### src/rtl/serial_adder_ctrl.sv
// serial_adder_ctrl: bit-serial adder controller.
// A single full_adder cell is reused once per clock. A carry flip-flop links
// each bit position to the next one. The start/busy/done handshake lets the
// surrounding datapath sequence operations.
// Optional feature macro: SERIAL_ADDER_SUB_EN adds a 'sub' input. With sub=1
// the block computes op_a - op_b by loading ~op_b with an initial carry of 1.

// One-bit full adder cell.
module full_adder (
  input  logic a,
  input  logic b,
  input  logic cin,
  output logic sum,
  output logic cout
);

  assign sum  = a ^ b ^ cin;
  assign cout = (a & b) | (cin & (a ^ b));

endmodule

module serial_adder_ctrl #(
  parameter int WIDTH = 8
) (
  input  logic             clk,
  input  logic             rst_n,
  input  logic             start,
  input  logic [WIDTH-1:0] op_a,
  input  logic [WIDTH-1:0] op_b,
  input  logic             cin,
`ifdef SERIAL_ADDER_SUB_EN
  input  logic             sub,
`endif
  output logic             busy,
  output logic             done,
  output logic [WIDTH-1:0] result,
  output logic             cout
);

  localparam int CW = $clog2(WIDTH) + 1;

  typedef enum logic [1:0] {
    IDLE = 2'd0,
    RUN  = 2'd1,
    DONE = 2'd2
  } state_t;

  state_t           state_reg;
  state_t           state_next;
  logic [WIDTH-1:0] sh_a_reg;
  logic [WIDTH-1:0] sh_b_reg;
  logic [WIDTH-1:0] sh_s_reg;
  logic             carry_reg;
  logic [CW-1:0]    bit_cnt_reg;
  logic [WIDTH-1:0] result_reg;
  logic             cout_reg;
  logic             busy_reg;
  logic             done_reg;

  logic             fa_sum;
  logic             fa_cout;
  logic             last_bit;
  logic [WIDTH-1:0] b_load;
  logic             cin_load;
  logic [WIDTH-1:0] sum_shifted;

  // Operand B and the initial carry as they are loaded on the accepting edge.
`ifdef SERIAL_ADDER_SUB_EN
  // Subtraction is two's complement: invert B bit by bit and force the carry to 1.
  generate
    for (genvar gi = 0; gi < WIDTH; gi++) begin : g_b_inv
      assign b_load[gi] = op_b[gi] ^ sub;
    end
  endgenerate
  assign cin_load = sub | cin;
`else
  assign b_load   = op_b;
  assign cin_load = cin;
`endif

  // The shared arithmetic cell always sees the current LSBs and the carry flop.
  full_adder u_fa (
    .a    (sh_a_reg[0]),
    .b    (sh_b_reg[0]),
    .cin  (carry_reg),
    .sum  (fa_sum),
    .cout (fa_cout)
  );

  assign last_bit    = (bit_cnt_reg == CW'(WIDTH - 1));
  assign sum_shifted = {fa_sum, sh_s_reg[WIDTH-1:1]};

  // State register.
  always_ff @(posedge clk or negedge rst_n) begin
    if (!rst_n) begin
      state_reg <= IDLE;
    end else begin
      state_reg <= state_next;
    end
  end

  // Next-state logic. start is only looked at in IDLE, so requests are never queued.
  always_comb begin
    state_next = state_reg;
    case (state_reg)
      IDLE:    if (start) state_next = RUN;
      RUN:     if (last_bit) state_next = DONE;
      DONE:    state_next = IDLE;
      default: state_next = IDLE;
    endcase
  end

  // Serial datapath: the operands are loaded on accept and shifted one bit per RUN cycle.
  always_ff @(posedge clk or negedge rst_n) begin
    if (!rst_n) begin
      sh_a_reg    <= '0;
      sh_b_reg    <= '0;
      sh_s_reg    <= '0;
      carry_reg   <= 1'b0;
      bit_cnt_reg <= '0;
    end else begin
      case (state_reg)
        IDLE: begin
          if (start) begin
            sh_a_reg    <= op_a;
            sh_b_reg    <= b_load;
            carry_reg   <= cin_load;
            bit_cnt_reg <= '0;
          end
        end
        RUN: begin
          sh_s_reg    <= sum_shifted;
          sh_a_reg    <= {1'b0, sh_a_reg[WIDTH-1:1]};
          sh_b_reg    <= {1'b0, sh_b_reg[WIDTH-1:1]};
          carry_reg   <= fa_cout;
          bit_cnt_reg <= bit_cnt_reg + CW'(1);
        end
        default: ;
      endcase
    end
  end

  // Result and carry-out are updated only on the edge that enters DONE, so
  // partial sums are never visible.
  always_ff @(posedge clk or negedge rst_n) begin
    if (!rst_n) begin
      result_reg <= '0;
      cout_reg   <= 1'b0;
    end else if (state_reg == RUN && last_bit) begin
      result_reg <= sum_shifted;
      cout_reg   <= fa_cout;
    end
  end

  // busy and done are registered copies of the upcoming state, which keeps
  // the outputs free of combinational paths from the inputs.
  always_ff @(posedge clk or negedge rst_n) begin
    if (!rst_n) begin
      busy_reg <= 1'b0;
      done_reg <= 1'b0;
    end else begin
      busy_reg <= (state_next == RUN);
      done_reg <= (state_next == DONE);
    end
  end

  assign busy   = busy_reg;
  assign done   = done_reg;
  assign result = result_reg;
  assign cout   = cout_reg;

endmodule
### config.mk
export PLATFORM = sky130hd
export DESIGN_NAME = serial_adder_ctrl
export DESIGN_NICKNAME = d
export VERILOG_FILES = /design/src/rtl/serial_adder_ctrl.sv
export SDC_FILE = /design/constraint.sdc
export NUM_CORES = 1
export LEC_CHECK = 0
export ABC_AREA = 1
export BUFFER_PORTS_ARGS = -buffer_cell sky130_fd_sc_hd__buf_2
export CAP_MARGIN = 20
export CORE_UTILIZATION = 40
export DETAILED_ROUTE_END_ITERATION = 6
export HOLD_SLACK_MARGIN = 0.12
export PLACE_DENSITY = 0.61
export REMOVE_ABC_BUFFERS = 1
export SLEW_MARGIN = 20
export SYNTH_ARGS = -nofsm -noshare
export SYNTH_HDL_FRONTEND = slang
export SYNTH_SLANG_ARGS = --single-unit
### constraint.sdc
create_clock -name clk -period 1.24 [get_ports clk]
set_input_delay 0.248 -clock clk [delete_from_list [all_inputs] [get_ports clk]]
set_output_delay 0.248 -clock clk [all_outputs]
set_load 0.005 [all_outputs]
Word level (Yosys, flattened, before mapping)
Cells that the tools add are included.
W data, S select, Z words.
Operators by class
  $add $sub $neg: 1
  multipliers: 0
  divide/modulo/power cells: 0
  $lt $le $gt $ge: 0
  eq/ne operators: 5
  shift-type cells: 0
  muxes and demuxes: 11
  bitwise operators: 5
  reductions and logical operators: 4
Operators with widths (count)
  $pmux W8 S2: 2
  $mux W8: 2
  $pmux W4 S2: 1
  $add A4 B1 Y4 const B: 1
  $eq A2 B1 Y1 const B: 2
  $eq A4 B3 Y1 const B: 1
  $mux W2: 2
  $mux W4: 1
  $pmux W2 S2: 1
  $and A1 B1 Y1: 2
  $eq A2 B2 Y1 const B: 1
  $logic_not A2 Y1: 1
  $ne A2 B2 Y1 const B: 1
  $pmux W1 S2: 1
  $reduce_and A2 Y1: 1
  $reduce_bool A2 Y1: 1
  $xor A1 B1 Y1: 2
  $logic_and A1 B1 Y1: 1
  $mux W1: 1
  $or A1 B1 Y1: 1
Word-level totals
  bits in registers: 42
  latch bits: 0
  bits in writable memories: 0
  memory bits (read-only): 0
  input bits: 20
  output and inout port bits: 11
  word-level logic and storage cells: 36
  memories: 0

Longest topological paths before layout
  depth after elaboration: 4
  gate-level depth with buffers: 6
  gate-level depth less buffers: 6

Modules after synthesis
From an unflattened synthesis, not the netlist that was laid out.
Unflattened totals
  cell total of the unflattened synthesis: 192
  area total of the unflattened synthesis: 1739.2 µm²
Modules (own cells, without submodules)
  serial_adder_ctrl: times used 1, cells an instance 191, area an instance 1719.1 µm², sequential area each 1026.0 µm²
  full_adder: times used 1, cells an instance 1, area an instance 20.0 µm², sequential area each 0.0 µm²

Worst setup path before layout
OpenSTA, ideal clock, no wires.
  path type: register -> register
  from: register bit_cnt_reg[0]
  to: register result_reg[7] (netlist: result[7])
  arrival time: 1.018 ns
  required time: 1.123 ns
  slack: 0.105 ns
  cell stages (with the launch flop): 7
  path buffers: 1
  path through: dfrtp_1 ha_1 nand3_1 nor2_4 buf_6 nand2_1 nand2_1
On the way
  cells in the longest elaborated chain, start to end: 2
RTL lines
  from (decl): RTL line 54  | logic [CW-1:0] bit_cnt_reg;
  from (signal assigned): RTL line 136  | bit_cnt_reg <= bit_cnt_reg + CW'(1);
  $eq A4 B3 Y1: RTL line 90  | assign last_bit = (bit_cnt_reg == CW'(WIDTH - 1));
  $logic_and A1 B1 Y1: RTL line 149  | end else if (state_reg == RUN && last_bit) begin
  to (signal assigned): RTL line 150  | result_reg <= sum_shifted;
  to (decl): RTL line 55  | logic [WIDTH-1:0] result_reg;
Every way passes these cells.
A chain may end at the register's enable or synchronous reset.

Worst setup path in the final report
  from: register carry_reg
  to: register sh_s_reg[7]
On the way
  cells in the longest elaborated chain, start to end: 1
RTL lines
  from (decl): RTL line 53  | logic carry_reg;
  from (signal assigned): RTL line 127  | carry_reg <= cin_load;
  from (signal assigned): RTL line 135  | carry_reg <= fa_cout;
  $xor A1 B1 Y1: RTL line 17  | assign sum = a ^ b ^ cin;
  named net fa_sum: RTL line 60  | logic fa_sum;
  to (signal assigned): RTL line 132  | sh_s_reg <= sum_shifted;
  to (decl): RTL line 52  | logic [WIDTH-1:0] sh_s_reg;
The timed path passes the listed nets, and every way through them passes these cells.

==> results.md <==
Routing:
- Dividing the detail-routed wire length by the instance count gives between 10 and 15 um.
- The detail route stage leaves a number of antenna-violating nets equal to 0.
- For this run, design rule violations remaining after detail routing come to 0.
- Summing over every cut layer, the via total after detailed routing is 1356.
- Wires add up to 3.31 mm.
- The length of the first detailed-routing pass in iterations is 4.
- After detailed routing, the wire length on met1 is approximately 1.7 mm.
- Detailed routing placed a total of approximately 150 um of wire on met3.
- After the first detailed-routing iteration, the DRC count stood at between 70 and 80.
- Routed signal wires occupy layers up through met4.
- In the detailed route, the total length drawn on met2 is ~1.5 mm.
- Using the TritonRoute via totals, the vias-per-cell ratio works out to approximately 4.8.

Floorplan:
- The core region is 4090 um2.
- The initial core utilization is approximately 43%.
- The vertical die dimension is slightly below 70 um.
- The die covers 4620 um2.
- The floorplan has 23 rows.
- The width of the die is about 68 um.
- The number of ports placed on the die boundary is 31.

Cells and area:
- The post-route non-filler standard cell count is 284.
- The post-route netlist has between 20% and 30% of its cells at a drive strength greater than 1.
- The final net count is 255.
- The number of filler instances in the final layout is 381.
- The utilization of the core after routing is about 54%.
- The total inserted antenna cells is 0.
- The post-route standard cell area excluding fillers is 2190 um2.
- The layout overhead on the synthesized area is 26.0%.

Hold path:
- The cell count of the worst hold path is 3.
- The endpoint of the worst hold path is sh_a_reg[7]$_DFFE_PN0P_.
- In this run the worst hold path is classified as in2reg.
- The startpoint of the lowest-slack hold path is op_a[7].

Place:
- Routability-driven placement finished with a final weighted congestion of about 0.78.
- The number of buffer cells added on primary ports is 30.
- The post-placement cell count is ~270.
- The detailed placement HPWL is between 2 and 2.5 mm.
- The post-detailed-placement cell area is ~2000 um2.

Setup path:
- The setup path with the least slack is of type reg2reg.
- The worst setup path is launched from a register.
- Along the worst path, the maximum fanout reaches 2.
- The depth of the most critical reg-to-reg path is 3.
- The largest stage delay on the critical path is ~560 ps.
- The signal on the critical path passes through fa_1, nand2_1, o21ai_0.
- The terminus of the critical flop-to-flop path is sh_s_reg[7]$_DFFE_PN0P_.
- For the worst setup path, the data required time is 1460 ps.
- The worst setup slack for register-to-register paths is 80 ps.
- The endpoint type of the worst setup path is a register.
- The slowest cell on the critical path is fa_1.
- For the worst setup path, the data arrival time is 1380 ps.
- The startpoint identified for the worst register-to-register timing path is carry_reg$_DFFE_PN0P_.

Timing:
- Setup violations remaining at the end of the flow were counted as 0.
- The final clock period utilization by the worst path is 93.6%.
- The worst path needs between 1000 and 1500 ps of the cycle, external delays included.
- The hold violation total from the final report is 0.
- The worst clock skew is between 8 and 9 ps.
- The fmax is between 800 and 900 MHz.
- Setup repair after global routing left no endpoint under its margin.
- The final setup TNS is 0 ps.
- The number of pins exceeding their max-slew limit in the final report is 0.
- For the pin with the worst max-slew slack, the measured transition is between 200 and 250 ps.
- The worst max-slew margin expressed relative to the limit is a little under nine tenths.

Synthesis:
- The xor and xnor area share after synthesis is 0%.
- Summing the areas of all fa, ha and maj instances in the mapped netlist gives between 1.5 and 2% of the synthesized area.
- Of the total synthesized cell area, the portion taken by AND, OR, NAND and NOR gates is between 30% and 40%.
- The number of unique standard cell types used by synthesis is 17.
- The total number of yosys warnings is 0.
- Synthesis inferred roughly 40 register bits.
- The fraction of the mapped netlist area in compound gates is approximately 2.9%.
- After synthesis, flip-flops and latches occupy between 50% and 60% of the total area.
- The number of instances in the synthesized netlist is about 190.
- By area, the combinational part of the netlist is dominated by simple AND/OR/NAND/NOR gates.
- The average instance area after synthesis is about 9 um2.
- The multiplexer fraction of the synthesized cell area is 0%.
- In this run the cell area of the synthesized design comes to 1740 um2.

Clocking:
- The tree is rooted in a clkbuf_8.
- The number of buffers created by CTS is 5.
- The number of H-tree levels is 2.
- The register clock-pin slew on the reported worst setup and hold paths is 90 ps.
- CTS saw 41 sinks.
- In this run the deepest clock path goes through 2 buffers.
- The TritonCTS clock tree is built.
- The later-pin clock latency in the skew report is ~290 ps.

Pwr:
- The leakage power is 0.00113 uW.
- The final total power is about 5400 uW.
- The power density over cell area is 2460 nW/um2.
- The worst-case IR drop observed on VDD is ~0.94 mV.

GRT:
- The number of antenna violations at the first check in global routing is 0.
- For this run the aggregate overflow at the end of global routing stands at 0.
- Global routing consumed, over all layers together, between 10% and 20% of the routing resources.
- The pin count of the biggest net entering global routing is 42.
- The number of global-route vias before repair is between 1000 and 1500.
- The first global-routing pass estimated 5.37 mm of wire.

Status:
- The flow ran to the end, and the final reports show no timing, DRC or antenna violations.

Run:
- The number of max-capacitance violations reported is 0.
where the power goes:
group	internal [uW]	leakage (uW)	switching, uW	total, uW
sequential	1870	0.000529	324	2200
combinational	836	0.000531	1090	1930
clock	800	0.0000681	469	1270
total	3510	0.00113	1890	5400
worst max-delay path by stage:
stage / startpoint / end / slack [ps] / cells past startpoint
finish: carry_reg$_DFFE_PN0P_ / sh_s_reg[7]$_DFFE_PN0P_ / 80 / 3
global route: bit_cnt_reg[0]$_DFFE_PN0P_ / cout$_DFFE_PN0P_ / 20 / 6
CTS: bit_cnt_reg[0]$_DFFE_PN0P_ / result[0]$_DFFE_PN0P_ / 20 / 5
detailed placement: bit_cnt_reg[0]$_DFFE_PN0P_ / result[0]$_DFFE_PN0P_ / 50 / 5
global placement: carry_reg$_DFFE_PN0P_ / sh_s_reg[7]$_DFFE_PN0P_ / 90 / 3
floorplan: state_reg[1]$_DFF_PN0_ / cout$_DFFE_PN0P_ / -90 / 6
cell families (layout without fill, tap and decap cells):
group | count (synthesis) | after routing
AND/OR/NAND/NOR | 124 | 125
flip-flops | 41 | 41
buffers and inverters | 15 | 56
AO/OA/AOI/OAI | 10 | 10
adder cells (fa/ha/maj) | 2 | 2
cell usage after synthesis:
cell type   n  area (um2)
inv_4       1        6.26
dfrtp_1    41        1030
buf_2       5        25.0
o21ai_0     8        40.0
buf_4       1        7.51
inv_1       4        15.0
fa_1        1        20.0
nand2_2     3        18.8
nand4_1     1        6.26
inv_2       1        3.75
a21oi_1     2        10.0
nor2_1      3        11.3
nand3_1    39         195
ha_1        1        12.5
nand2_1    76         285
nor2_4      2        22.5
buf_6       3        33.8
layout by cell type, fill, tap and decap left out, drive strengths merged, types with 2 or more instances in the layout:
cell type,Yosys,final
a21oi,2,2
buf,9,41
bufinv,0,2
clkbuf,0,5
dfrtp,41,41
inv,6,6
nand2,79,80
nand3,39,39
nor2,5,5
o21ai,8,8
repair_timing:
action                     in CTS  in global routing
buffers inserted                0                  3
hold endpoints to repair       41                  0
hold buffers                    1                  0
setup endpoints to repair       0                 27
resized for setup               0                  7
worst max-delay path: cells and delay by family, from the launching register on:
kind / cells / cell delay [ps]
adders and majority gates: 1 / 560
DFF: 1 / 410
AOI/OAI and AO/OA: 1 / 70
and+or+nand+nor: 1 / 50
final cells by class:
cell class / instances / area [um2] / area share (%)
inverter: 6 / 25.0 / 1.14
sequential: 41 / 1030 / 46.8
tap: 50 / 62.6 / 2.86
timing repair buffer: 42 / 293 / 13.4
clock inverter: 3 / 65.1 / 2.97
multi-input combinational: 137 / 651 / 29.7
clock buffer: 5 / 68.8 / 3.14
stage by stage:
step                      worst slack [ps]  hold WS (ps)
after floorplan                      -85.2         -47.6
after global placement                88.3           239
after detailed placement              50.8           239
after CTS                             23.4           146
after global routing                  16.3           153
final                                 79.2           150
metal layers:
layer / GRT usage [%] / up-vias
met4: 5.47 / 0
met1: 21.3 / 613
met3: 4.33 / 5
li1: - / 703
met2: 24.5 / 35
met5: 0 / -
Power figures use the tool's default switching activity.
